<file path="config.mk">
export PLATFORM = sky130hd
export DESIGN_NAME = l2_writeback_queue_flat
export DESIGN_NICKNAME = d
export VERILOG_FILES = /design/src/rtl/l2_writeback_queue_if.sv /design/src/rtl/l2_writeback_queue.sv /design/src/flat_wrapper.sv
export SDC_FILE = /design/constraint.sdc
export NUM_CORES = 2
export LEC_CHECK = 0
export BUFFER_PORTS_ARGS = -buffer_cell sky130_fd_sc_hd__buf_2
export CAP_MARGIN = 0
export CORE_MARGIN = 2
export CORE_UTILIZATION = 35
export CTS_BUF_LIST = sky130_fd_sc_hd__clkbuf_4 sky130_fd_sc_hd__clkbuf_8
export CTS_CLUSTER_DIAMETER = 50
export DETAILED_ROUTE_END_ITERATION = 10
export SLEW_MARGIN = 20
export SYNTH_ARGS = -nofsm -noshare
export SYNTH_HDL_FRONTEND = slang
export SYNTH_SLANG_ARGS = --single-unit
export TNS_END_PERCENT = 20
</file>
<file path="constraint.sdc">
create_clock -name clk -period 41.8 [get_ports clk]
set_clock_uncertainty 0.2 [all_clocks]
set_input_delay 0 -clock clk [delete_from_list [all_inputs] [get_ports clk]]
set_output_delay 0 -clock clk [all_outputs]
set_load 0.05 [all_outputs]
</file>
<file path="src/rtl/l2_writeback_queue_if.sv">
// l2_writeback_queue_if: L2-side request/response and arbiter-side drain signals
// of the write-back queue, with master (L2 + arbiter) and slave (queue) views.
interface l2_writeback_queue_if #(
    parameter int LINE_W = 256,
    parameter int ADDR_W = 32
);
    logic              cache_read;
    logic              cache_write;
    logic [ADDR_W-1:0] cache_addr;
    logic [LINE_W-1:0] cache_wdata;
    logic              wbq_hit;
    logic              wbq_resp;
    logic [LINE_W-1:0] wbq_rdata;
    logic              wbq_full;
    logic              ewb_write;
    logic [ADDR_W-1:0] ewb_addr;
    logic [LINE_W-1:0] ewb_wdata;
    logic              arb_ewb_resp;

    modport master (
        output cache_read, cache_write, cache_addr, cache_wdata, arb_ewb_resp,
        input  wbq_hit, wbq_resp, wbq_rdata, wbq_full, ewb_write, ewb_addr, ewb_wdata
    );

    modport slave (
        input  cache_read, cache_write, cache_addr, cache_wdata, arb_ewb_resp,
        output wbq_hit, wbq_resp, wbq_rdata, wbq_full, ewb_write, ewb_addr, ewb_wdata
    );
endinterface

</file>
<file path="src/rtl/l2_writeback_queue.sv">
// l2_writeback_queue: circular write-back FIFO between L2 and the pmem arbiter;
// coalesces repeat evictions into non-head entries and forwards queued lines to reads.
module l2_writeback_queue #(
    parameter int DEPTH  = 4,
    parameter int LINE_W = 256,
    parameter int ADDR_W = 32
) (
    input logic                 clk,
    input logic                 rst_n,
    l2_writeback_queue_if.slave bus
);
    localparam int PW    = $clog2(DEPTH);
    localparam int TAG_W = ADDR_W - 5;
    localparam logic [PW:0] CNT_FULL = DEPTH[PW:0];

    logic [TAG_W-1:0]  r_tag  [DEPTH];
    logic [LINE_W-1:0] r_data [DEPTH];
    logic [DEPTH-1:0]  r_valid;
    logic [PW-1:0]     r_rd_ptr;
    logic [PW-1:0]     r_wr_ptr;
    logic [PW:0]       r_count;
    logic              r_resp;
    logic [LINE_W-1:0] r_rdata;

    logic [TAG_W-1:0] w_tag;
    logic [DEPTH-1:0] w_match;
    logic [DEPTH-1:0] w_nh_match;
    logic [PW-1:0]    w_coal_idx;
    logic [PW-1:0]    w_young_idx;
    logic [PW-1:0]    w_scan;
    logic             w_gate;
    logic             w_wr;
    logic             w_coal;
    logic             w_push;
    logic             w_pop;
    logic             w_rd_hit;
    logic             w_full;
    logic             w_unused_lsb;

    assign w_tag        = bus.cache_addr[ADDR_W-1:5];
    assign w_unused_lsb = ^bus.cache_addr[4:0];
    assign w_full       = r_count == CNT_FULL;

    // Youngest match is found by walking from head towards tail; last hit wins.
    always_comb begin
        w_match     = '0;
        w_nh_match  = '0;
        w_coal_idx  = '0;
        w_young_idx = r_rd_ptr;
        w_scan      = r_rd_ptr;
        for (int i = 0; i < DEPTH; i++) begin
            w_match[i]    = r_valid[i] && (r_tag[i] == w_tag);
            w_nh_match[i] = w_match[i] && (PW'(i) != r_rd_ptr);
            if (w_nh_match[i]) w_coal_idx = PW'(i);
        end
        for (int k = 0; k < DEPTH; k++) begin
            w_scan = r_rd_ptr + PW'(k);
            if (w_match[w_scan]) w_young_idx = w_scan;
        end
    end

    // While a response is out the requester still holds the old request.
    assign w_gate   = !r_resp;
    assign w_wr     = bus.cache_write && w_gate;
    assign w_coal   = w_wr && |w_nh_match;
    assign w_push   = w_wr && !w_coal && !w_full;
    assign w_rd_hit = bus.cache_read && !bus.cache_write && w_gate && |w_match;
    assign w_pop    = bus.arb_ewb_resp && (r_count != '0);

    always_ff @(posedge clk or negedge rst_n) begin
        if (!rst_n) begin
            r_rd_ptr <= '0;
            r_wr_ptr <= '0;
            r_count  <= '0;
            r_valid  <= '0;
            r_resp   <= 1'b0;
            r_rdata  <= '0;
        end else begin
            r_resp  <= w_coal || w_push || w_rd_hit;
            if (w_rd_hit) r_rdata <= r_data[w_young_idx];
            if (w_push) r_wr_ptr <= r_wr_ptr + 1'b1;
            if (w_pop) r_rd_ptr <= r_rd_ptr + 1'b1;
            r_count <= r_count + {{PW{1'b0}}, w_push} - {{PW{1'b0}}, w_pop};
            for (int i = 0; i < DEPTH; i++) begin
                if (w_pop && PW'(i) == r_rd_ptr) r_valid[i] <= 1'b0;
                if (w_push && PW'(i) == r_wr_ptr) r_valid[i] <= 1'b1;
            end
        end
    end

    always_ff @(posedge clk) begin
        if (w_push) begin
            r_tag[r_wr_ptr]  <= w_tag;
            r_data[r_wr_ptr] <= bus.cache_wdata;
        end
        if (w_coal) r_data[w_coal_idx] <= bus.cache_wdata;
    end

    assign bus.wbq_hit   = bus.cache_read && |w_match;
    assign bus.wbq_resp  = r_resp;
    assign bus.wbq_rdata = r_rdata;
    assign bus.wbq_full  = w_full;
    assign bus.ewb_write = r_count != '0;
    assign bus.ewb_addr  = {r_tag[r_rd_ptr], 5'b0};
    assign bus.ewb_wdata = r_data[r_rd_ptr];
endmodule
</file>
<file path="src/flat_wrapper.sv">
// flat-port wrapper written by rule: the top's interface ports become plain ports
module l2_writeback_queue_flat 
#(
    parameter int DEPTH  = 4,
    parameter int LINE_W = 256,
    parameter int ADDR_W = 32
)
  (clk, rst_n, bus_cache_read, bus_cache_write, bus_cache_addr, bus_cache_wdata, bus_arb_ewb_resp, bus_wbq_hit, bus_wbq_resp, bus_wbq_rdata, bus_wbq_full, bus_ewb_write, bus_ewb_addr, bus_ewb_wdata);
  l2_writeback_queue_if #(.LINE_W(LINE_W), .ADDR_W(ADDR_W)) bus_i ();
  input logic clk;
  input logic rst_n;
  input wire logic [$bits(bus_i.cache_read)-1:0] bus_cache_read;
  input wire logic [$bits(bus_i.cache_write)-1:0] bus_cache_write;
  input wire logic [$bits(bus_i.cache_addr)-1:0] bus_cache_addr;
  input wire logic [$bits(bus_i.cache_wdata)-1:0] bus_cache_wdata;
  input wire logic [$bits(bus_i.arb_ewb_resp)-1:0] bus_arb_ewb_resp;
  output wire logic [$bits(bus_i.wbq_hit)-1:0] bus_wbq_hit;
  output wire logic [$bits(bus_i.wbq_resp)-1:0] bus_wbq_resp;
  output wire logic [$bits(bus_i.wbq_rdata)-1:0] bus_wbq_rdata;
  output wire logic [$bits(bus_i.wbq_full)-1:0] bus_wbq_full;
  output wire logic [$bits(bus_i.ewb_write)-1:0] bus_ewb_write;
  output wire logic [$bits(bus_i.ewb_addr)-1:0] bus_ewb_addr;
  output wire logic [$bits(bus_i.ewb_wdata)-1:0] bus_ewb_wdata;
  assign bus_i.cache_read = bus_cache_read;
  assign bus_i.cache_write = bus_cache_write;
  assign bus_i.cache_addr = bus_cache_addr;
  assign bus_i.cache_wdata = bus_cache_wdata;
  assign bus_i.arb_ewb_resp = bus_arb_ewb_resp;
  assign bus_wbq_hit = bus_i.wbq_hit;
  assign bus_wbq_resp = bus_i.wbq_resp;
  assign bus_wbq_rdata = bus_i.wbq_rdata;
  assign bus_wbq_full = bus_i.wbq_full;
  assign bus_ewb_write = bus_i.ewb_write;
  assign bus_ewb_addr = bus_i.ewb_addr;
  assign bus_ewb_wdata = bus_i.ewb_wdata;
  l2_writeback_queue #(.DEPTH(DEPTH), .LINE_W(LINE_W), .ADDR_W(ADDR_W)) u_core (.clk(clk), .rst_n(rst_n), .bus(bus_i));
endmodule
</file>
### After elaboration in Yosys (flattened, before gate mapping)

Memory sizes are Yosys's and may differ from the RTL's. A register that Yosys moved wholly into a read port is not among the register bits.
Index checks and enable logic that the tools add are counted.

* memories kept: 2
* latch bits: 0
* flip-flop bits (word level): 12
* RAM bits: 1132
* bits in read-only memories: 0
* input bits: 293
* output and inout bits: 548

Memories
* u_core.r_data: depth 4, bits a word 256, read ports 2, clocked after memory_dff 1, wr ports 1, line l2_writeback_queue.sv:17 `logic [LINE_W-1:0] r_data [DEPTH];`
* u_core.r_tag: depth 4, bits a word 27, read ports 5, clocked after memory_dff 0, wr ports 1, line l2_writeback_queue.sv:16 `logic [TAG_W-1:0] r_tag [DEPTH];`

* mux-type cells: 27
* bitwise logic cells: 0
* div/mod/pow operators: 0
* add/sub/neg operators: 6
* equal/unequal tests: 14
* reductions and logical operators: 43
* multipliers: 0
* magnitude comparators: 3
* shift-type cells: 0

Operators with widths (number)
* 2-to-1 mux 256 bit: 1
* OR reduction 256 bit: 1
* == test 27 bit: 4
* logical AND 1 bit: 25
* 2-to-1 mux 1 bit: 17
* 2-to-1 mux 2 bit: 6
* nonzero test 2 bit: 5
* less-than comparator 2 x 3 -> 1 bit, second input constant: 3
* == test 2 bit, first input constant: 4
* OR reduction 4 bit: 2
* binary-select mux 1 bit (select 2 bit): 3
* zero test 1 bit: 5
* adder 2 x 1 -> 2 bit, second input constant: 2
* adder 2 bit, second input constant: 2
* == test 1 x 2 -> 1 bit, first input constant: 2
* zero test 2 bit: 2
* != test 2 bit, first input constant: 2
* adder 3 x 1 -> 3 bit: 1
* == test 3 bit, second input constant: 1
* nonzero test 3 bit: 1
* subtractor 3 x 1 -> 3 bit: 1
* logical OR 1 bit: 2
* != test 1 x 2 -> 1 bit, first input constant: 1

### Longest topological paths before layout

An unclocked memory read counts as a cell.

* word-level depth: 12
* gate-level depth with buffers: 13

### Worst setup path before layout

No wires, ideal clock.

* path kind: reg-to-reg
* start point: memory u_core.r_tag[3][18] in the netlist's numbering
* end point: memory u_core.r_data[0][0] (enable)
* path slack: 28156 ps
* period minus slack after synthesis: 13644 ps
* required time: 40720 ps
* cell stages (with the launch flop): 10
* data arrival time: 12564 ps
* path through: edfxtp_1 xnor2_1 nand4_1 nor4_2 nand3_1 o22a_1 o211ai_1 nand2b_1 mux2_2 nor2_1

RTL lines (line)
* from (decl): l2_writeback_queue.sv:16
* to (decl): l2_writeback_queue.sv:17

### Worst setup path in the final report

* start point: register u_core.r_rd_ptr[0]
* end point: register u_core.r_rdata[151] (netlist: u_core.bus.wbq_rdata[151]) (read register of u_core.r_data)

RTL lines
* from (decl): line l2_writeback_queue.sv:19 `logic [PW-1:0] r_rd_ptr;`
* from (signal assigned): line l2_writeback_queue.sv:82 `if (w_pop) r_rd_ptr <= r_rd_ptr + 1'b1;`
* adder 2 bit (*): line l2_writeback_queue.sv:57 `w_scan = r_rd_ptr + PW'(k);`
* net u_core.w_scan[0]: line l2_writeback_queue.sv:30 `logic [PW-1:0] w_scan;`
* binary-select mux 1 bit (select 2 bit): line l2_writeback_queue.sv:58 `if (w_match[w_scan]) w_young_idx = w_scan;`
* 2-to-1 mux 1 bit (not written as such): line l2_writeback_queue.sv:58
* 2-to-1 mux 2 bit (*): line l2_writeback_queue.sv:58
* to (decl): line l2_writeback_queue.sv:23 `logic [LINE_W-1:0] r_rdata;`

Mark *: on every way through the listed nets, which the timed path passes. The rest lies on a longest branch. The select of a mux whose other input is x is not followed.
A chain may end at the register's enable or synchronous reset.

==> summary.txt <==
CP Class - flop to flop
Initial antenna violation count - 13
Most frequent cells in the layout - 1132 x edfxtp_1, 829 x buf_2, 585 x dlygate4sd3_1
DRC - 0
Post-Synthesis Cells - 3510
CTS Buf Count - 231
Multiplexer share of the synthesized area - 14.7%
Sequential share of the synthesized area - 66.9%
Post-Synth Simple-Gate Area - 5.10%
Slowest CP cell - dfrtp_4
Average wire per standard cell - 26.1 µm
First-pass GRT wire length - 286000 µm
Fin crit period - 7610 ps
Initial DRT Pass Iterations - 6
Crit path cell chain - inv_1, ha_1, inv_1, a41oi_1, a22o_4, nand3_4, buf_4, buf_4, buf_4, buf_4, a221oi_1, a211oi_1
Post-DRT Antenna Nets - 0
Initial DRC count - 3123
PD cells - 69.9 nW/µm²
Main combinational cell family by area after synthesis - multiplexers
Mapped cell area - 60800 µm²
Worst Max-Slew Pin Slew - 1260 ps
Async SR Flop Fraction - 19.1%
Clock Latency Late Sink - 980 ps
Critical path startpoint category - flop
Port bufs - 830
Gr ovfl total - 0
TritonCTS Sinks - 1400
Max cap viols - 0
Resize count post-CTS - 0
Worst vdd ir - 0.0592 mV
Worst Path Arrival - 8270 ps
RSZ-0062 raised after global routing - false
CTS root buf - clkbuf_8
Most frequent CP cell - buf_4
Longest Clk Path Bufs - 3
Post-synthesis sequential element count - 1400
Synth Flop Type - edfxtp_1
Vias in the first global route - 42300
Layout net count - 5240
Max-slew violations - 0
Crit path max fanout - 62
CTS tree - done
Setup TNS - 0 ps
Site Rows - 153
Clock Pin Slew Worst Setup and Hold Paths - 70 ps
Share of cells above drive strength 1 - 34.8%
Worst min path class - primary input to flop
Detailed Route WL - 195000 µm
CORE AREA - 173000 µm²
Post-synth EDFFs - 1132
CP max stage delay - 1010 ps
Compound-cell area share of the yosys netlist - 8.77%
Post-Synth Adder-Cell Area - 0.239%
Die width - 421 µm
Vias per cell - 5.42
Ports - 841
Lkg Pwr - 30.4 nW
Syn avg cell area - 17.3 µm²
Routability-driven placement congestion ratio - 0.810
Largest net degree at the start of global routing - 127
CP Data Required Time - 42450 ps
H-tree depth - 4
Synth-to-Final Area Change - 28.2%
Commonest non-fill, non-tap cell in the layout - edfxtp_1
Slew headroom - 16.0%
Max Clock Freq - 131 MHz
Post-synth cell types - 57
Hold_ws - 158 ps
Setup violation total in the final timing report - 0
DIE HEIGHT - 421 µm
Initial Util - 35.1%
Die area - 177000 µm²
Status - complete, no violations
Routed vias - 40500
Post-DP HPWL - 115000 µm
Post-Synth XOR/XNOR Area - 1.61%
Post-route clock period utilization - 18.2%
Crit. End Element - flop
Hold Fails Final Rpt - 0
Synth warn - 0
GRT Total Usage - 21.5%
==> repair_timing <==
item,CTS,global route
endpoints found under the setup margin,0,0
endpoints found under the hold margin,1511,0
hold buffers,586,0
setup buffers,0,0
==> cell usage after synthesis, types with 2 or more instances <==
cell type	number	share of area [%]
ha_1	10	0.21
a31oi_1	2	0.021
a221oi_2	120	3.0
buf_4	28	0.35
nor2_1	267	1.6
xnor2_1	72	1.0
o21ai_0	4	0.033
nor4_1	14	0.14
xor2_1	40	0.58
dfrtp_1	268	11
a21o_1	5	0.062
clkbuf_1	120	0.74
buf_6	32	0.59
a41oi_1	3	0.043
a211oi_2	43	0.88
buf_2	79	0.65
and3_1	258	2.7
nand4_1	23	0.24
buf_1	39	0.24
mux2i_1	257	4.2
mux4_2	283	10
nor4_2	2	0.041
a211oi_1	213	2.6
inv_1	11	0.068
a221oi_1	136	2.0
edfxtp_1	1132	56
nand4b_1	2	0.029
nand2_1	9	0.056
and2_1	5	0.051
nand3_1	4	0.033
nand2b_1	3	0.031
==> final timing paths <==
path	startpoint	endpoint	slack, ps	cells after the start
setup reg to reg	u_core.r_rd_ptr[0]	u_core.bus.wbq_rdata[151]	34190	12
setup / recovery	u_core.r_rd_ptr[0]	u_core.bus.wbq_rdata[151]	34190	12
max in group asynchronous	rst_n	u_core.bus.wbq_rdata[204]	38270	7
hold / removal	bus_cache_wdata[208]	u_core.r_data[3][208]	160	3
hold reg to reg	u_core.r_valid[2]	u_core.r_valid[2]	290	1
min in group asynchronous	rst_n	u_core.r_valid[2]	580	5
==> layout make-up <==
class | count | area (µm²)
Sequential cell | 1400 | 40700
Tap cell | 2325 | 2910
Antenna cell | 9 | 22.5
Clock inverter | 79 | 708
Fill cell | 15300 | 95200
Timing Repair Buffer | 1487 | 10700
Clock buffer | 355 | 4310
Multi-Input combinational cell | 1804 | 18600
Inverter | 12 | 45.0
==> critical path, delay by kind of cell (launching register included) <==
family / cells / cell delay (ps)
buf+inv: 6 / 3840
compound gates: 4 / 1080
flops: 1 / 1010
simple gates: 1 / 560
fa+ha+maj: 1 / 480
==> kinds of logic after synthesis <==
kind of cell	count (synthesis)
DFF	1400
and+or+nand+nor	598
muxes	541
AOI/OAI and AO/OA	537
buffers and inverters	310
xor gates and xnor gates	112
adders and majority gates	11
other	1
==> stage by stage <==
| step | instance area, µm² | utilization [%] | worst slack, ps | std cells | power (mW) |
|---|---|---|---|---|---|
| 6_report | 78000 | 45.0 | 34190 | 7471 | 5.45 |
| 2_1_floorplan | 60800 | - | 28160 | 3514 | 3.61 |
| 3_3_place_gp | 67100 | 38.7 | 34280 | 6442 | 4.14 |
| 4_1_cts | 78000 | 45.0 | 34150 | 7462 | 5.49 |
| 5_1_grt | 78000 | 45.0 | 33750 | 7471 | 5.65 |
| 3_5_place_dp | 67100 | 38.7 | 34260 | 6442 | 4.14 |
==> registers in the layout (all words and copies together), names as in the netlist <==
name and count:
u_core.bus.wbq_rdata 256, u_core.bus.wbq_resp 1, u_core.r_count 3, u_core.r_data 1024
u_core.r_rd_ptr 2, u_core.r_tag 108, u_core.r_valid 4, u_core.r_wr_ptr 2
==> power breakdown <==
group / switching, mW / internal, mW / total (mW)
Clock: 0.572 / 0.721 / 1.29
Sequential: 0.0922 / 1.72 / 1.81
Combinational: 1.68 / 0.670 / 2.35
Total: 2.34 / 3.11 / 5.45
==> metal layers <==
layer | global-route usage [%] | part of all wire [%]
met5 | 0 | 0
met4 | 10.1 | 4.4
met3 | 5.13 | 6.9
met2 | 35.6 | 49
met1 | 26.6 | 40
(Power assumes the default switching activity.)
